**src/rtl/instr_encode_loader.sv**
```systemverilog
// Boot/test loader encoder: packs R/I/L/S instruction fields into 16-bit words and
// streams the legal ones into instruction memory from a programmable base address.
//
// state  | meaning
// IDLE   | after reset, waiting for start_i
// ACCEPT | session open, in_ready_o high, fields checked on handshake
// WRITE  | encoded word presented to memory until imem_ready_i
// FULL   | DEPTH words written, waiting for start_i
module instr_encode_loader #(
   parameter int ADDR_W = 8,
   parameter int DEPTH  = 256
) (
   input  logic              clk,
   input  logic              rst,
   input  logic              start_i,
   input  logic [ADDR_W-1:0] base_addr_i,
   input  logic              in_valid_i,
   output logic              in_ready_o,
   input  logic [2:0]        op_i,
   input  logic [2:0]        rd_i,
   input  logic [2:0]        rs1_i,
   input  logic [2:0]        rs2_i,
   input  logic [3:0]        func4_i,
   input  logic [1:0]        func2_i,
   input  logic [5:0]        imm_i,
   output logic              imem_we_o,
   output logic [ADDR_W-1:0] imem_addr_o,
   output logic [15:0]       imem_wdata_o,
   input  logic              imem_ready_i,
   output logic [ADDR_W:0]   count_o,
   output logic              full_o,
   output logic              err_o,
   output logic [1:0]        err_code_o
);

   localparam logic [1:0] S_IDLE   = 2'd0;
   localparam logic [1:0] S_ACCEPT = 2'd1;
   localparam logic [1:0] S_WRITE  = 2'd2;
   localparam logic [1:0] S_FULL   = 2'd3;

   localparam logic [ADDR_W:0] C_DEPTH = (ADDR_W+1)'(DEPTH);

   logic [1:0]        r_state;
   logic [1:0]        w_state_nxt;
   logic [ADDR_W-1:0] r_addr;
   logic [ADDR_W:0]   r_count;
   logic [15:0]       r_wdata;
   logic              r_err;
   logic [1:0]        r_err_code;

   logic [15:0]       w_enc;
   logic [1:0]        w_err_code;
   logic              w_start;
   logic              w_accept;
   logic              w_commit;
   logic [ADDR_W:0]   w_count_inc;

   // Unused fields of each format are zero; bit 3 is always zero.
   always_comb begin
      w_enc = 16'h0000;
      case (op_i)
         3'b000:  w_enc = {func4_i, rs2_i[1:0], rd_i, rs1_i, 1'b0, op_i};
         3'b001:  w_enc = {imm_i, rd_i, rs1_i, 1'b0, op_i};
         3'b010:  w_enc = {imm_i[3:0], func2_i, rd_i, rs1_i, 1'b0, op_i};
         3'b011:  w_enc = {imm_i[3:0], func2_i, rs2_i, rs1_i, 1'b0, op_i};
         default: w_enc = 16'h0000;
      endcase
   end

   // R-type func4[0] and rs2[2] share word bit 12, so they must agree.
   always_comb begin
      w_err_code = 2'b00;
      if (op_i[2])
         w_err_code = 2'b01;
      else if (op_i == 3'b000 && func4_i[0] != rs2_i[2])
         w_err_code = 2'b10;
      else if (op_i[1] && imm_i[5:4] != 2'b00)
         w_err_code = 2'b11;
   end

   assign w_start     = start_i && (r_state != S_WRITE);
   assign w_accept    = (r_state == S_ACCEPT) && in_valid_i && !start_i;
   assign w_commit    = (r_state == S_WRITE) && imem_ready_i;
   assign w_count_inc = r_count + (ADDR_W+1)'(1);

   always_ff @(posedge clk) begin
      if (rst)
         r_state <= S_IDLE;
      else
         r_state <= w_state_nxt;
   end

   always_comb begin
      w_state_nxt = r_state;
      case (r_state)
         S_IDLE:   if (w_start) w_state_nxt = S_ACCEPT;
         S_ACCEPT: begin
            if (w_start)
               w_state_nxt = S_ACCEPT;
            else if (w_accept && w_err_code == 2'b00)
               w_state_nxt = S_WRITE;
         end
         S_WRITE:  if (w_commit) w_state_nxt = (w_count_inc == C_DEPTH) ? S_FULL : S_ACCEPT;
         S_FULL:   if (w_start) w_state_nxt = S_ACCEPT;
         default:  w_state_nxt = S_IDLE;
      endcase
   end

   always_ff @(posedge clk) begin
      if (rst) begin
         r_addr     <= '0;
         r_count    <= '0;
         r_wdata    <= 16'h0000;
         r_err      <= 1'b0;
         r_err_code <= 2'b00;
      end else begin
         r_err <= 1'b0;
         if (w_start) begin
            r_addr     <= base_addr_i;
            r_count    <= '0;
            r_err_code <= 2'b00;
         end else if (w_accept) begin
            if (w_err_code == 2'b00) begin
               r_wdata <= w_enc;
            end else begin
               r_err      <= 1'b1;
               r_err_code <= w_err_code;
            end
         end else if (w_commit) begin
            r_addr  <= r_addr + ADDR_W'(1);
            r_count <= w_count_inc;
         end
      end
   end

   always_comb begin
      in_ready_o = 1'b0;
      imem_we_o  = 1'b0;
      full_o     = 1'b0;
      case (r_state)
         S_ACCEPT: in_ready_o = 1'b1;
         S_WRITE:  imem_we_o  = 1'b1;
         S_FULL:   full_o     = 1'b1;
         default:  ;
      endcase
   end

   assign imem_addr_o  = r_addr;
   assign imem_wdata_o = r_wdata;
   assign count_o      = r_count;
   assign err_o        = r_err;
   assign err_code_o   = r_err_code;

endmodule

```
**config.mk**
```make
export PLATFORM = sky130hd
export DESIGN_NAME = instr_encode_loader
export DESIGN_NICKNAME = d
export VERILOG_FILES = /design/src/rtl/instr_encode_loader.sv
export SDC_FILE = /design/constraint.sdc
export NUM_CORES = 1
export LEC_CHECK = 0
export CAP_MARGIN = 0
export CORE_MARGIN = 1.5
export CORE_UTILIZATION = 44
export DETAILED_ROUTE_END_ITERATION = 10
export GPL_TIMING_DRIVEN = 0
export HOLD_SLACK_MARGIN = 0.05
export PLACE_DENSITY = 0.8
export SYNTH_ARGS = -nofsm -noshare
export SYNTH_HDL_FRONTEND = slang
export SYNTH_SLANG_ARGS = --single-unit
```
**constraint.sdc**
```tcl
create_clock -name clk -period 2.3 [get_ports clk]
set_input_delay 0.345 -clock clk [delete_from_list [all_inputs] [get_ports clk]]
set_output_delay 0.345 -clock clk [all_outputs]
set_load 0.01 [all_outputs]
```
# Yosys cells after proc, flatten, opt, wreduce, memory -nomap -nowiden
# Index checks and enable logic that the tools add are counted.
# word_totals
rom_bits,0
ramBits,0
ff_bits,38
input_bits,37
word_cells,62
out_inout_bits,39
latchBits,0
memories,0
# classes
n_lt_le_gt_ge,0
n_mux,17
n_eq_ne,13
add_sub_neg,2
n_bitwise,3
reduce_logical,21
multipliers,0
shift,0
div,0
# ops
operator,n
$pmux W16 S4,1
$mux W8,3
$mux W2,8
$add A9 B1 Y9 const B,1
$eq A9 B9 Y1 const B,1
$add A8 B1 Y8 const B,1
$logic_and A1 B1 Y1,7
$eq A3 B2 Y1 const B,2
$ne A2 B2 Y1 const B,3
$pmux W2 S3,1
$reduce_and A2 Y1,3
$reduce_and A3 Y1,2
$eq A2 B2 Y1 const B,2
$logic_not A2 Y1,2
$mux W1,4
$reduce_bool A2 Y1,2
$reduce_or A2 Y1,2
$eq A3 B1 Y1 const B,1
$logic_not A3 Y1,1
$ne A3 B2 Y1 const B,1
$not A1 Y1,3
$reduce_or A3 Y1,1
$eq A2 B1 Y1 const B,1
$ne A2 B1 Y1 const B,1
2 further kinds,2

# Logic depth before layout (Yosys ltp)
# depth
word_depth,10
mapped_depth,9

# Worst setup path before layout
# Ideal clock, no wire load.
# synth_path
kind,flip-flop to flip-flop
startpoint,register r_state[1]
endpoint,register r_state[0]
path_buffers,1
period_less_slack_ns,1.756
arrival_ns,1.665
setup_ns,0.091
slack_ns,0.544
path_stages_with_launch,8
path_cell_list,dfxtp_1 > inv_1 > ha_1 > and3b_1 > clkbuf_1 > a21boi_2 > or2_2 > a311oi_1
# synth_via
elab_chain_cells,6
elab_cells_between_ends,17
classes_between,7 x eq/ne; 2 x mux; 8 x reduce/logical
# synth_lines
element,line_no,rtl
from (decl),43,logic [1:0] r_state;
from (signal assigned),90,r_state <= w_state_nxt;
$eq A2 B1 Y1,"82, 95",
$logic_and A1 B1 Y1 (2 in a row),82,assign w_accept = (r_state == S_ACCEPT) && in_valid_i && !start_i;
$logic_and A1 B1 Y1,100,else if (w_accept && w_err_code == 2'b00)
$ne A3 B2 Y1 (no source line),n/a,
$reduce_and A3 Y1 (no source line),n/a,
# Parallel ways exist; a longest one is shown, timed or not.
# A chain may end at the register's enable or synchronous reset.

# Final worst setup path
# layout_path
startpoint,register r_state[1]
endpoint,"register r_count[3], in the netlist count_o[3]"
# layout_via
elab_chain_cells,5
elab_cells_between_ends,10
classes_between,3 x eq/ne; 1 x bitwise; 6 x reduce/logical
# layout_lines
element,line_no,rtl
$eq A2 B1 Y1,82,
$logic_and A1 B1 Y1 (2 in a row),82,
$not A1 Y1 (no source line),n/a,
$reduce_and A2 Y1 (no source line),n/a,
to (signal assigned),131,r_count <= w_count_inc;
to (decl),46,logic [ADDR_W:0] r_count;
# Parallel ways exist; a longest one is shown, timed or not.

==> impl_metrics.env <==
export IMPL_ir_drop_mv=0.420
export IMPL_cts_hold_buf=0
export IMPL_ant_nets=0
export IMPL_dp_hpwl_mm=3.83
export IMPL_port_buffers=72
export IMPL_fin_total_pwr_mw=1.63
export IMPL_gr_usage_met3=0.0442
export IMPL_worstSetupPathType="reg2reg"
export IMPL_synth_adder_area_share=0.0436
export IMPL_critPathLaunchType="flip-flop"
export IMPL_ys_async_sr_fraction=0
export IMPL_synth_common_cells="nand2_1, dfxtp_1, nor2_1, a21oi_1, o21ai_0"
export IMPL_path_clk_slew_ns=0.08
export IMPL_setup_viol=0
export IMPL_cp_required_ns=2.46
export IMPL_ys_seq_area_frac=0.369
export IMPL_maxCapViolCount=0
export IMPL_netlist_cell_type_count=51
export IMPL_antenna_found_initial=0
export IMPL_grt_pass1_vias=1859
export IMPL_setup_ws_ns=0.297
export IMPL_synthFlopType="dfxtp_1"
export IMPL_cts_tree="built"
export IMPL_critPathMaxFanout=8
export IMPL_netlist_top_cells_area="dfxtp_1, nand2_1, a21oi_1"
export IMPL_status="complete, no violations"
export IMPL_syn_nets=292
export IMPL_antenna_cells=0
export IMPL_cpMaxStageDelayCell="dfxtp_1"
export IMPL_rows=24
export IMPL_hold_path_class="in2reg"
export IMPL_yosys_area_share_simple=0.277
export IMPL_grt_max_degree=13
export IMPL_vias_per_cell=5.21
export IMPL_instances_no_fill=380
export IMPL_core_mm2=0.00438
export IMPL_yosys_warnings=0
export IMPL_worst_setup_path_end_kind="flip-flop"
export IMPL_synth_top_family_by_area="simple AND/OR/NAND/NOR gates"
export IMPL_grt_util_met1=0.282
export IMPL_grt_use_total=0.209
export IMPL_hold_viol_final=0
export IMPL_fin_setup_tns_ns=0
export IMPL_area_growth_syn_to_layout_pct=45.1
export IMPL_die_w_um=70.5
export IMPL_path_cells="inv_1 -> ha_1 -> and3b_1 -> clkbuf_1 -> nor2_2 -> and3_2 -> xnor2_1 -> nor2_1"
export IMPL_p_leak_nw=1.05
export IMPL_synth_compound_area_frac=0.161
export IMPL_vias=1981
export IMPL_grt_remaining_overflow=0
export IMPL_fmax_mhz=499
export IMPL_grt_setup_unrepaired="false"
export IMPL_cts_root_buffer="clkbuf_8"
export IMPL_drive_above_1_share=0.0884
export IMPL_cts_buffers=5
export IMPL_cts_setup_buffers=0
export IMPL_start_util=0.458
export IMPL_slew_violations=0
export IMPL_die_area_mm2=0.00498
export IMPL_powerDensity_mw_per_mm2=560
export IMPL_die_h_um=70.5
export IMPL_drt_iter0_drc=112
export IMPL_synthMuxAreaShare=0.0399
export IMPL_drc=0
export IMPL_use_met2=0.344
export IMPL_min_period_ns=2.00
export IMPL_layout_worst_path_cycle_share=0.871
export IMPL_cts_sinks=37
export IMPL_ys_ff_latch=37
export IMPL_syn_area_mm2=0.00201
export IMPL_firstDrtPassIters=4
export IMPL_slowest_delay_ns=0.39
export IMPL_synth_top_area_frac=0.369
export IMPL_finClkSkew_ns=0.00447
export IMPL_gp_congestion=0.857
export IMPL_top_usage_layer="met2"
export IMPL_synth_cells=248
export IMPL_h_tree_depth=2
export IMPL_place_inst=372
export IMPL_critPathTopFamily="simple AND/OR/NAND/NOR gates"
export IMPL_clockBufferDepth=2
export IMPL_pre_cts_slack_ns=0.105
export IMPL_wl_per_cell_um=13.6
export IMPL_worst_skew_pair_late_latency_ns=0.28
export IMPL_synth_xor_area_frac=0.0524
export IMPL_arrival_ns=2.16
export IMPL_synth_top_cell_by_area="dfxtp_1"
export IMPL_final_nets=371
export IMPL_cts_resized=0
export IMPL_place_area_mm2=0.00279
export IMPL_synth_edf_count=0
export IMPL_yosysMostFrequentCell="nand2_1"
export IMPL_ios=76
export IMPL_finalWirelength_mm=5.16
export IMPL_worst_path_buf_inv=2
export IMPL_syn_avg_cell_area_um2=8.09
export IMPL_design_area_mm2=0.00291
export IMPL_grt_pass1_wl_mm=8.53
==> per-layer routing <==
layer,vias up,wire length (µm),part of all wire
met2,49,2490,0.48
met5,-,0,0
met3,4,220,0.043
met4,0,39,0.0076
met1,913,2420,0.47
li1,1015,-,-
==> worst register-to-register path: stages (launching register included) <==
cell and delay, ns:
dfxtp_1 0.39, inv_1 0.08, ha_1 0.22, and3b_1 0.19
clkbuf_1 0.19, nor2_2 0.39, and3_2 0.27, xnor2_1 0.11
nor2_1 0.05
==> final timing paths <==
kind              cells past startpoint             start          endpoint  slack (ns)
setup / recovery                      8        r_state[1]        count_o[3]        0.30
hold / removal                        2               rst        r_state[1]        0.28
setup reg to reg                      8        r_state[1]        count_o[3]        0.30
hold reg to reg                       2  imem_wdata_o[14]  imem_wdata_o[14]        0.45
==> where the power goes <==
part | leakage (nW) | internal [mW] | switching [mW] | total [mW]
Combinational | 0.693 | 0.180 | 0.160 | 0.339
Sequential | 0.301 | 0.668 | 0.0298 | 0.698
Clock | 0.0574 | 0.353 | 0.242 | 0.595
==> metrics by stage <==
stage / hold slack, ns / utilization
2_1_floorplan: 0.440 / -
3_3_place_gp: 0.442 / 0.637
3_5_place_dp: 0.446 / 0.637
4_1_cts: 0.273 / 0.664
5_1_grt: 0.276 / 0.664
6_report: 0.276 / 0.664
==> state kept, by name, summed over array words and instances, names as in the netlist <==
name          cells
r_state           2
err_o             1
imem_addr_o       8
count_o           9
imem_wdata_o     15
err_code_o        2
==> cell usage in the layout (no fill, tap or decap), drive strengths merged, types with 3 or more instances in the layout <==
master,n
clkdlybuf4s50,72
nand2,47
dfxtp,37
nor2,27
a21oi,19
o21ai,13
clkbuf,12
xnor2,8
nor3,8
mux2i,8
ha,7
buf,7
inv,6
a211oi,6
xor2,4
nor3b,4
nand3,4
nand4,4
nor4,3
and2,3
==> final cells by class <==
cell class                      instances  area (µm²)
Clock buffer                            6        82.6
Sequential cell                        37         741
Multi-Input combinational cell        192        1160
Timing Repair Buffer                   72         721
Tap cell                               52        65.1
Buffer                                 13        87.6
Fill cell                             380        1470
Clock inverter                          2        37.5
Inverter                                6        22.5
==> logic make-up (layout without fill, tap and decap cells) <==
| family | Yosys count | in the layout |
|---|---|---|
| buffers and inverters | 19 | 99 |
| DFF | 37 | 37 |
| and+or+nand+nor | 114 | 114 |
| AOI/OAI and AO/OA | 50 | 50 |
| adders and majority gates | 7 | 7 |
| xor gates and xnor gates | 12 | 12 |
| other | 1 | 1 |
| muxes | 8 | 8 |
No activity file was read; power rests on OpenSTA's default activity.
